### src/rtl/md_unit.sv
// rtl/md_unit.sv - iterative RV32M multiply/divide unit for the EX stage
// FAST_MUL_EN: when defined, MUL* ops use a single-cycle product (latency 2)
module md_unit #(
  parameter int XLEN = 32
) (
  input  logic            clk,
  input  logic            rst,
  input  logic            flush,
  input  logic            start,
  input  logic [2:0]      MD_func,
  input  logic [XLEN-1:0] op1,
  input  logic [XLEN-1:0] op2,
  output logic            busy,
  output logic            stall,
  output logic            done,
  output logic [XLEN-1:0] MD_out
);

  localparam int CW = $clog2(XLEN);
  localparam logic [XLEN-1:0] MIN_NEG = {1'b1, {(XLEN-1){1'b0}}};

  typedef enum logic [1:0] {
    IDLE,
    CALC,
    FIN
  } state_t;

  state_t state, state_nxt;

  logic [CW-1:0]   count;
  logic [2:0]      func;
  logic [XLEN-1:0] opnd;
  logic [XLEN-1:0] acc_hi;
  logic [XLEN-1:0] acc_lo;
  logic            sgn_q;
  logic            sgn_r;
  logic            div0;
  logic            ovf;

  // operand decode at launch
  logic            op1_signed;
  logic            op2_signed;
  logic            neg1;
  logic            neg2;
  logic [XLEN-1:0] mag1;
  logic [XLEN-1:0] mag2;
  logic            fast_mul;

  assign op1_signed = !((MD_func == 3'b011) || (MD_func[2] && MD_func[0]));
  assign op2_signed = op1_signed && (MD_func != 3'b010);
  assign neg1       = op1_signed && op1[XLEN-1];
  assign neg2       = op2_signed && op2[XLEN-1];
  assign mag1       = neg1 ? -op1 : op1;
  assign mag2       = neg2 ? -op2 : op2;

`ifdef FAST_MUL_EN
  logic [2*XLEN-1:0] fast_prod;
  assign fast_prod = {{XLEN{1'b0}}, mag1} * {{XLEN{1'b0}}, mag2};
  assign fast_mul  = !MD_func[2];
`else
  assign fast_mul  = 1'b0;
`endif

  // one shift-add (multiply) or restoring shift-subtract (divide) step
  logic [XLEN:0] mul_sum;
  logic [XLEN:0] div_shift;
  logic [XLEN:0] div_diff;

  assign mul_sum   = {1'b0, acc_hi} + (acc_lo[0] ? {1'b0, opnd} : '0);
  assign div_shift = {acc_hi, acc_lo[XLEN-1]};
  assign div_diff  = div_shift - {1'b0, opnd};

  // sign correction and special-case forcing applied in FIN
  logic [2*XLEN-1:0] prod;
  logic [2*XLEN-1:0] prod_s;
  logic [XLEN-1:0]   quo_s;
  logic [XLEN-1:0]   rem_s;
  logic [XLEN-1:0]   fin_result;

  assign prod   = {acc_hi, acc_lo};
  assign prod_s = sgn_q ? -prod : prod;
  assign quo_s  = sgn_q ? -acc_lo : acc_lo;
  assign rem_s  = sgn_r ? -acc_hi : acc_hi;

  always_comb begin
    fin_result = '0;
    case (func)
      3'b000:                 fin_result = prod_s[XLEN-1:0];
      3'b001, 3'b010, 3'b011: fin_result = prod_s[2*XLEN-1:XLEN];
      3'b100, 3'b101: begin
        if (div0)     fin_result = '1;
        else if (ovf) fin_result = MIN_NEG;
        else          fin_result = quo_s;
      end
      default: begin
        if (ovf) fin_result = '0;
        else     fin_result = rem_s;
      end
    endcase
  end

  always_ff @(posedge clk) begin
    if (rst) state <= IDLE;
    else     state <= state_nxt;
  end

  always_comb begin
    state_nxt = state;
    case (state)
      IDLE:    if (start) state_nxt = fast_mul ? FIN : CALC;
      CALC:    if (count == '0) state_nxt = FIN;
      FIN:     state_nxt = IDLE;
      default: state_nxt = IDLE;
    endcase
    if (flush) state_nxt = IDLE;
  end

  always_ff @(posedge clk) begin
    if (rst) begin
      count  <= '0;
      func   <= '0;
      opnd   <= '0;
      acc_hi <= '0;
      acc_lo <= '0;
      sgn_q  <= 1'b0;
      sgn_r  <= 1'b0;
      div0   <= 1'b0;
      ovf    <= 1'b0;
      done   <= 1'b0;
      MD_out <= '0;
    end else begin
      done <= 1'b0;
      if (!flush) begin
        case (state)
          IDLE: begin
            if (start) begin
              func   <= MD_func;
              sgn_q  <= neg1 ^ neg2;
              sgn_r  <= neg1;
              div0   <= MD_func[2] && (op2 == '0);
              ovf    <= MD_func[2] && !MD_func[0] && (op1 == MIN_NEG) && (op2 == '1);
              count  <= CW'(XLEN - 1);
              // multiply: opnd = multiplicand, acc_lo = multiplier
              // divide:   opnd = divisor,      acc_lo = dividend -> quotient
              opnd   <= MD_func[2] ? mag2 : mag1;
              acc_hi <= '0;
              acc_lo <= MD_func[2] ? mag1 : mag2;
`ifdef FAST_MUL_EN
              if (!MD_func[2]) {acc_hi, acc_lo} <= fast_prod;
`endif
            end
          end
          CALC: begin
            if (func[2]) begin
              if (!div_diff[XLEN]) begin
                acc_hi <= div_diff[XLEN-1:0];
                acc_lo <= {acc_lo[XLEN-2:0], 1'b1};
              end else begin
                acc_hi <= div_shift[XLEN-1:0];
                acc_lo <= {acc_lo[XLEN-2:0], 1'b0};
              end
            end else begin
              acc_hi <= mul_sum[XLEN:1];
              acc_lo <= {mul_sum[0], acc_lo[XLEN-1:1]};
            end
            if (count != '0) count <= count - 1'b1;
          end
          FIN: begin
            MD_out <= fin_result;
            done   <= 1'b1;
          end
          default: ;
        endcase
      end
    end
  end

  assign busy  = (state != IDLE);
  assign stall = start | busy;

endmodule

### config.mk
export PLATFORM = sky130hd
export DESIGN_NAME = md_unit
export DESIGN_NICKNAME = d
export VERILOG_FILES = /design/src/rtl/md_unit.sv
export SDC_FILE = /design/constraint.sdc
export NUM_CORES = 1
export LEC_CHECK = 0
export ABC_AREA = 1
export CORE_UTILIZATION = 30
export DETAILED_ROUTE_END_ITERATION = 8
export PLACE_DENSITY = 0.56
export SETUP_SLACK_MARGIN = 0.05
export SKIP_CTS_REPAIR_TIMING = 1
export SLEW_MARGIN = 0
export SYNTH_ARGS = -nofsm -noshare
export SYNTH_HDL_FRONTEND = slang
export SYNTH_SLANG_ARGS = --single-unit
export TNS_END_PERCENT = 10
### constraint.sdc
create_clock -name clk -period 2.7 [get_ports clk]
set_input_delay 0.54 -clock clk [delete_from_list [all_inputs] [get_ports clk]]
set_output_delay 0.54 -clock clk [all_outputs]
set_load 0.02 [all_outputs]
# --- Word level (Yosys, flattened, before mapping) ---
# Cells that the tools add are included.
classes:
  div: 0
  muxes: 27
  multipliers: 0
  shifts: 0
  n_reduce_logical: 26
  eq_ne: 14
  bitwise: 3
  add_sub_neg: 8
  n_lt_le_gt_ge: 0
op_table:
  columns: ["cell", "n"]
  rows:
  - ["2-to-1 mux 32 bit", 15]
  - ["negation 32 bit", 4]
  - ["one-hot mux 32 bit (2 select lines)", 2]
  - ["one-hot mux 32 bit (3 select lines)", 1]
  - ["== test 32 bit, second input constant", 2]
  - ["2-to-1 mux 64 bit", 1]
  - ["negation 64 bit", 1]
  - ["adder 32 x 32 -> 33 bit", 1]
  - ["subtractor 33 x 32 -> 33 bit", 1]
  - ["logical NOT 32 bit", 1]
  - ["2-to-1 mux 5 bit", 2]
  - ["one-hot mux 5 bit (2 select lines)", 1]
  - ["== test 3 x 2 -> 1 bit, second input constant", 3]
  - ["logical AND 1 bit", 8]
  - ["== test 3 bit, second input constant", 2]
  - ["!= test 2 bit, second input constant", 3]
  - ["AND reduction 3 bit", 2]
  - ["logical NOT 5 bit", 1]
  - ["nonzero test 5 bit", 1]
  - ["subtractor 5 x 1 -> 5 bit, second input constant", 1]
  - ["2-to-1 mux 2 bit", 2]
  - ["one-hot mux 2 bit (2 select lines)", 1]
  - ["AND reduction 2 bit", 2]
  - ["AND reduction 4 bit", 1]
  - ["15 further kinds", 19]
totals:
  romBits: 0
  latchBits: 0
  mem_count: 0
  out_inout_bits: 35
  regBits: 143
  word_cells: 90
  ramBits: 0
  input_bits: 71

# --- Longest topological paths before layout ---
depth:
  word_depth: 9
  ltp_mapped: 21
  mapped_depth_nobuf: 20

# --- Worst setup path before layout ---
# Ideal clock, no wire load.
synth_timing:
  kind: "flip-flop to flip-flop"
  from: "register acc_lo[31]"
  to: "register acc_hi[0]"
  path_stages_with_launch: 19
  required_time_ps: 2581
  n_path_buf: 1
  arrival_ps: 2246
  period_less_slack_ps: 2364
  slack_ps: 336
  setup_time_ps: 119
  cell_sequence: "dfxtp_1 inv_1 ha_1 fa_1 inv_1 nand3_1 nand2_2 nand2_1 nand2_2 nand2_2 nand2_2 nand2_2 nand2_2 nand2_2 nand2_4 buf_6 o21ai_0 o21ai_0 nand2_1"
synth_between:
  elab_chain_cells: 4
synth_rtl:
  columns: ["element", "line", "rtl"]
  rows:
  - ["from (decl)", "34", "logic [XLEN-1:0] acc_lo;"]
  - ["from (signal assigned)", "147", "acc_lo <= MD_func[2] ? mag1 : mag2;"]
  - ["from (signal assigned)", "157", "acc_lo <= {acc_lo[XLEN-2:0], 1'b1};"]
  - ["from (signal assigned)", "160", "acc_lo <= {acc_lo[XLEN-2:0], 1'b0};"]
  - ["subtractor 33 x 32 -> 33 bit", "71", "assign div_diff = div_shift - {1'b0, opnd};"]
  - ["2-to-1 mux 32 bit *", "155", "if (!div_diff[XLEN]) begin"]
  - ["2-to-1 mux 32 bit *", "154", "if (func[2]) begin"]
  - ["one-hot mux 32 bit (2 select lines) *", "134", "case (state)"]
  - ["to (signal assigned)", "156", "acc_hi <= div_diff[XLEN-1:0];"]
  - ["to (signal assigned)", "159", "acc_hi <= div_shift[XLEN-1:0];"]
  - ["to (signal assigned)", "163", "acc_hi <= mul_sum[XLEN:1];"]
  - ["to (decl)", "33", "logic [XLEN-1:0] acc_hi;"]
# Mark *: on every way between the ends. The rest lies on a longest branch, timed or not.
# A chain may end at the register's enable or synchronous reset.

# --- Worst setup path after layout ---
layout_timing:
  from: "register acc_lo[0]"
  to: "register acc_hi[27]"
layout_between:
  elab_chain_cells: 4
layout_rtl:
  columns: ["element", "line", "rtl"]
  rows:
  - ["2-to-1 mux 32 bit", "69", "assign mul_sum = {1'b0, acc_hi} + (acc_lo[0] ? {1'b0, opnd} : '0);"]
  - ["adder 32 x 32 -> 33 bit", "69", null]
  - ["2-to-1 mux 32 bit", "154", null]
  - ["one-hot mux 32 bit (2 select lines)", "134", null]
# No other way between the ends.

==> impl_metrics.py <==
metrics = {
    "status": {
        "status": "finished with violations",
        "violations": "DRC",
    },
    "sta": {
        "setup_viol": 0,
        "worst_pin_slew_ps": 696,
        "whs_ps": 391,
        "drv_slew": 0,
        "max_clock_freq_ghz": 0.397,
        "tns_ps": 0,
        "min_period_ps": 2520,
        "worst_slack_ps": 181,
        "hold_viol_final": 0,
        "slew_headroom_pct": 53.6,
        "min_period_over_period_pct": 93.3,
        "rsz0062_at_grt": "yes",
        "skew_ps": 12.5,
    },
    "worst_setup_path": {
        "crit_top_cell": "nand2_1",
        "critPathTopFamily": "simple AND/OR/NAND/NOR gates",
        "startpoint_type": "register",
        "worstPathCellList": "buf_12 > nand2_1 > inv_1 > ha_1 > buf_4 > nand2_1 > inv_1 > nand2_1 > nand3_1 > nand2_1 > nand2_1 > a21oi_1 > a21oi_1 > nor2_2 > nor2_1 > nand2_1 > a21oi_1",
        "critPathCaptureType": "register",
        "critical_path_cell_count": 17,
        "max_stage_delay_ps": 360,
        "crit_required_ps": 3040,
        "cp_data_arrival_time_ps": 2860,
        "worst-setup-path-type": "register to register",
        "reg2regPathDepth": 17,
        "cp_num_buf_inv": 4,
        "cp_max_fo": 20,
        "worst_path_max_delay_cell": "dfxtp_4",
    },
    "routing": {
        "wl_per_cell_um": 19.5,
        "ant_nets": 0,
        "wl_met3_um": 6740,
        "vias": 22900,
        "dr_wl_met2_um": 37900,
        "drt_pre_antenna_iters": 8,
        "met1_length_um": 36900,
        "drt_iter0_drc": 2321,
        "top_layer_used": "met4",
        "drt_wl_total_um": 86500,
        "via_per_inst": 5.15,
        "drc_errors": 4,
    },
    "logic_synthesis": {
        "netlist_instances": 3377,
        "synth_area_leaders": "nand2_1, dfxtp_1, inv_1, nand3_1, nor2_1",
        "ys_seq_area_share_pct": 15.9,
        "synth_top_area_cell": "nand2_1",
        "yosysTopAreaCellShare_pct": 21.5,
        "ys_ff_latch": 143,
        "netlist_area_um2": 18100,
        "synth.distinct_cells": 50,
        "synth_ff_type": "dfxtp_1",
        "avgSynthCellArea_um2": 5.35,
        "synthArstFlopShare_pct": 0,
        "synth_warnings": 0,
        "synth_nets": 3521,
        "synth-edff-count": 0,
    },
    "global_routing": {
        "groute.usage.overall_pct": 27.9,
        "grt_pass1_wl_um": 128000,
        "grt_pass1_vias": 20700,
        "grt-ovfl-total": 0,
        "antenna_found_initial": 0,
        "grt_start_max_net_pins": 95,
    },
    "place": {
        "io_buffers": 105,
        "post-dp-hpwl_um": 70500,
        "post_dp_cell_area_um2": 21800,
        "routabilityCongestion": 1.04,
        "place_ws_ps": -45.5,
    },
    "finish": {
        "drive_gt1_share_pct": 12.7,
        "nets": 3803,
        "mostFrequentLayoutCell": "nand2_1",
        "diodes": 0,
        "layout_common_cells": "nand2_1, inv_1, nand3_1, nor2_1, buf_4",
        "syn_to_final_growth_pct": 26.5,
        "fill_cells": 6724,
        "final_area_um2": 22900,
    },
    "clock_network": {
        "htreeDepth": 4,
        "root_buffer": "clkbuf_16",
        "cts_buffers": 17,
        "clock_latency_ps": 490,
        "cts.path.max_buffers": 2,
        "cts_sinks": 143,
        "cts.clk_slew.worst_paths_ps": 60,
        "cts_tree": "done",
    },
    "pwr": {
        "totalPowerFinal_w": 0.00856,
        "power_leakage_nw": 11.9,
        "ir_worst_vdd_uv": 497,
        "power.density_nw_per_um2": 374,
    },
    "floorplanning": {
        "coreArea_um2": 59200,
        "die_h_um": 247,
        "dieArea_um2": 61200,
        "io_pins": 106,
        "num_rows": 89,
        "start_util_pct": 30.5,
        "fp.dieW_um": 247,
    },
    "min_path": {
        "hold_depth": 4,
        "hp-class": "input pin to register",
    },
    "run": {
        "drv_cap": 0,
    },
}
## state kept, by name, indices dropped and copies added (netlist names)
register	cells
done	1
state	2
sgn_q	1
ovf	1
opnd	32
func	3
sgn_r	1
MD_out	32
count	5
acc_lo	32
acc_hi	32
div0	1
## final timing paths
kind / from / to / slack (ps)
setup / recovery: acc_lo[0] / acc_hi[27] / 180
hold / removal: rst / count[0] / 390
hold reg to reg: count[0] / count[0] / 480
setup reg to reg: acc_lo[0] / acc_hi[27] / 180
## per-stage QoR
stage	util (%)	cells
2_1_floorplan	-	3377
3_3_place_gp	36.8	4412
3_5_place_dp	36.8	4412
4_1_cts	37.8	4444
5_1_grt	38.6	4445
6_report	38.6	4445
## metal layers
| metal | track usage [%] | up-vias |
|---|---|---|
| met3 | 4.31 | 159 |
| met2 | 43.7 | 1105 |
| li1 | - | 11300 |
| met5 | 0 | - |
| met1 | 36.7 | 10300 |
| met4 | 15.0 | 0 |
## power breakdown
group / total (W) / switching, W / internal, W
registers: 0.00231 / 0.000112 / 0.00220
clock network: 0.00264 / 0.00107 / 0.00157
logic: 0.00360 / 0.00236 / 0.00125
## Yosys cell counts (3+ instances only)
library cell  number
xor2_1            60
inv_1            550
nand3_2            4
nand4_1           60
xnor2_1           12
inv_2             11
and2_1             5
a31oi_1           24
nor3_4             3
buf_2             15
a21oi_2            7
buf_6              8
nand2_2           13
o21a_1            31
o221ai_1           6
nand2_1         1033
nand3_1          323
buf_1              7
or2_2              9
nor3_2             6
a22oi_1            5
clkbuf_1          82
a21oi_1          214
or2_1              4
nor2_1           318
o21ai_0          205
ha_1              71
nand3b_1          14
a21o_1             6
clkinv_1           7
nor2_2            12
o21bai_1          11
nor4_1            11
dfxtp_1          143
o21ai_1            4
buf_4              4
o211ai_1          27
nor3_1            30
nor2_4             6
## final cells by class
type	count	area, µm²	area share [%]
inverter	568	2130	9.33
sequential	143	2880	12.6
clock buffer	20	447	1.95
multi-input combinational	2550	13000	56.8
clock inverter	12	184	0.805
tap	773	967	4.23
timing repair buffer	379	3270	14.3
## worst reg2reg max path: cells and delay by family (launching register included)
family | cells | cell delay (ps)
flip-flops | 1 | 360
adder cells (fa/ha/maj) | 1 | 310
buffers and inverters | 4 | 440
AO/OA/AOI/OAI | 3 | 370
AND/OR/NAND/NOR | 9 | 900
## cell families after synthesis
| family | share of synthesized area [%] |
|---|---|
| buf+inv | 14.7 |
| simple gates | 43.8 |
| xor+xnor | 3.49 |
| flops | 15.9 |
| fa+ha+maj | 5.14 |
| compound gates | 16.9 |
Power figures use the tool's default switching activity.
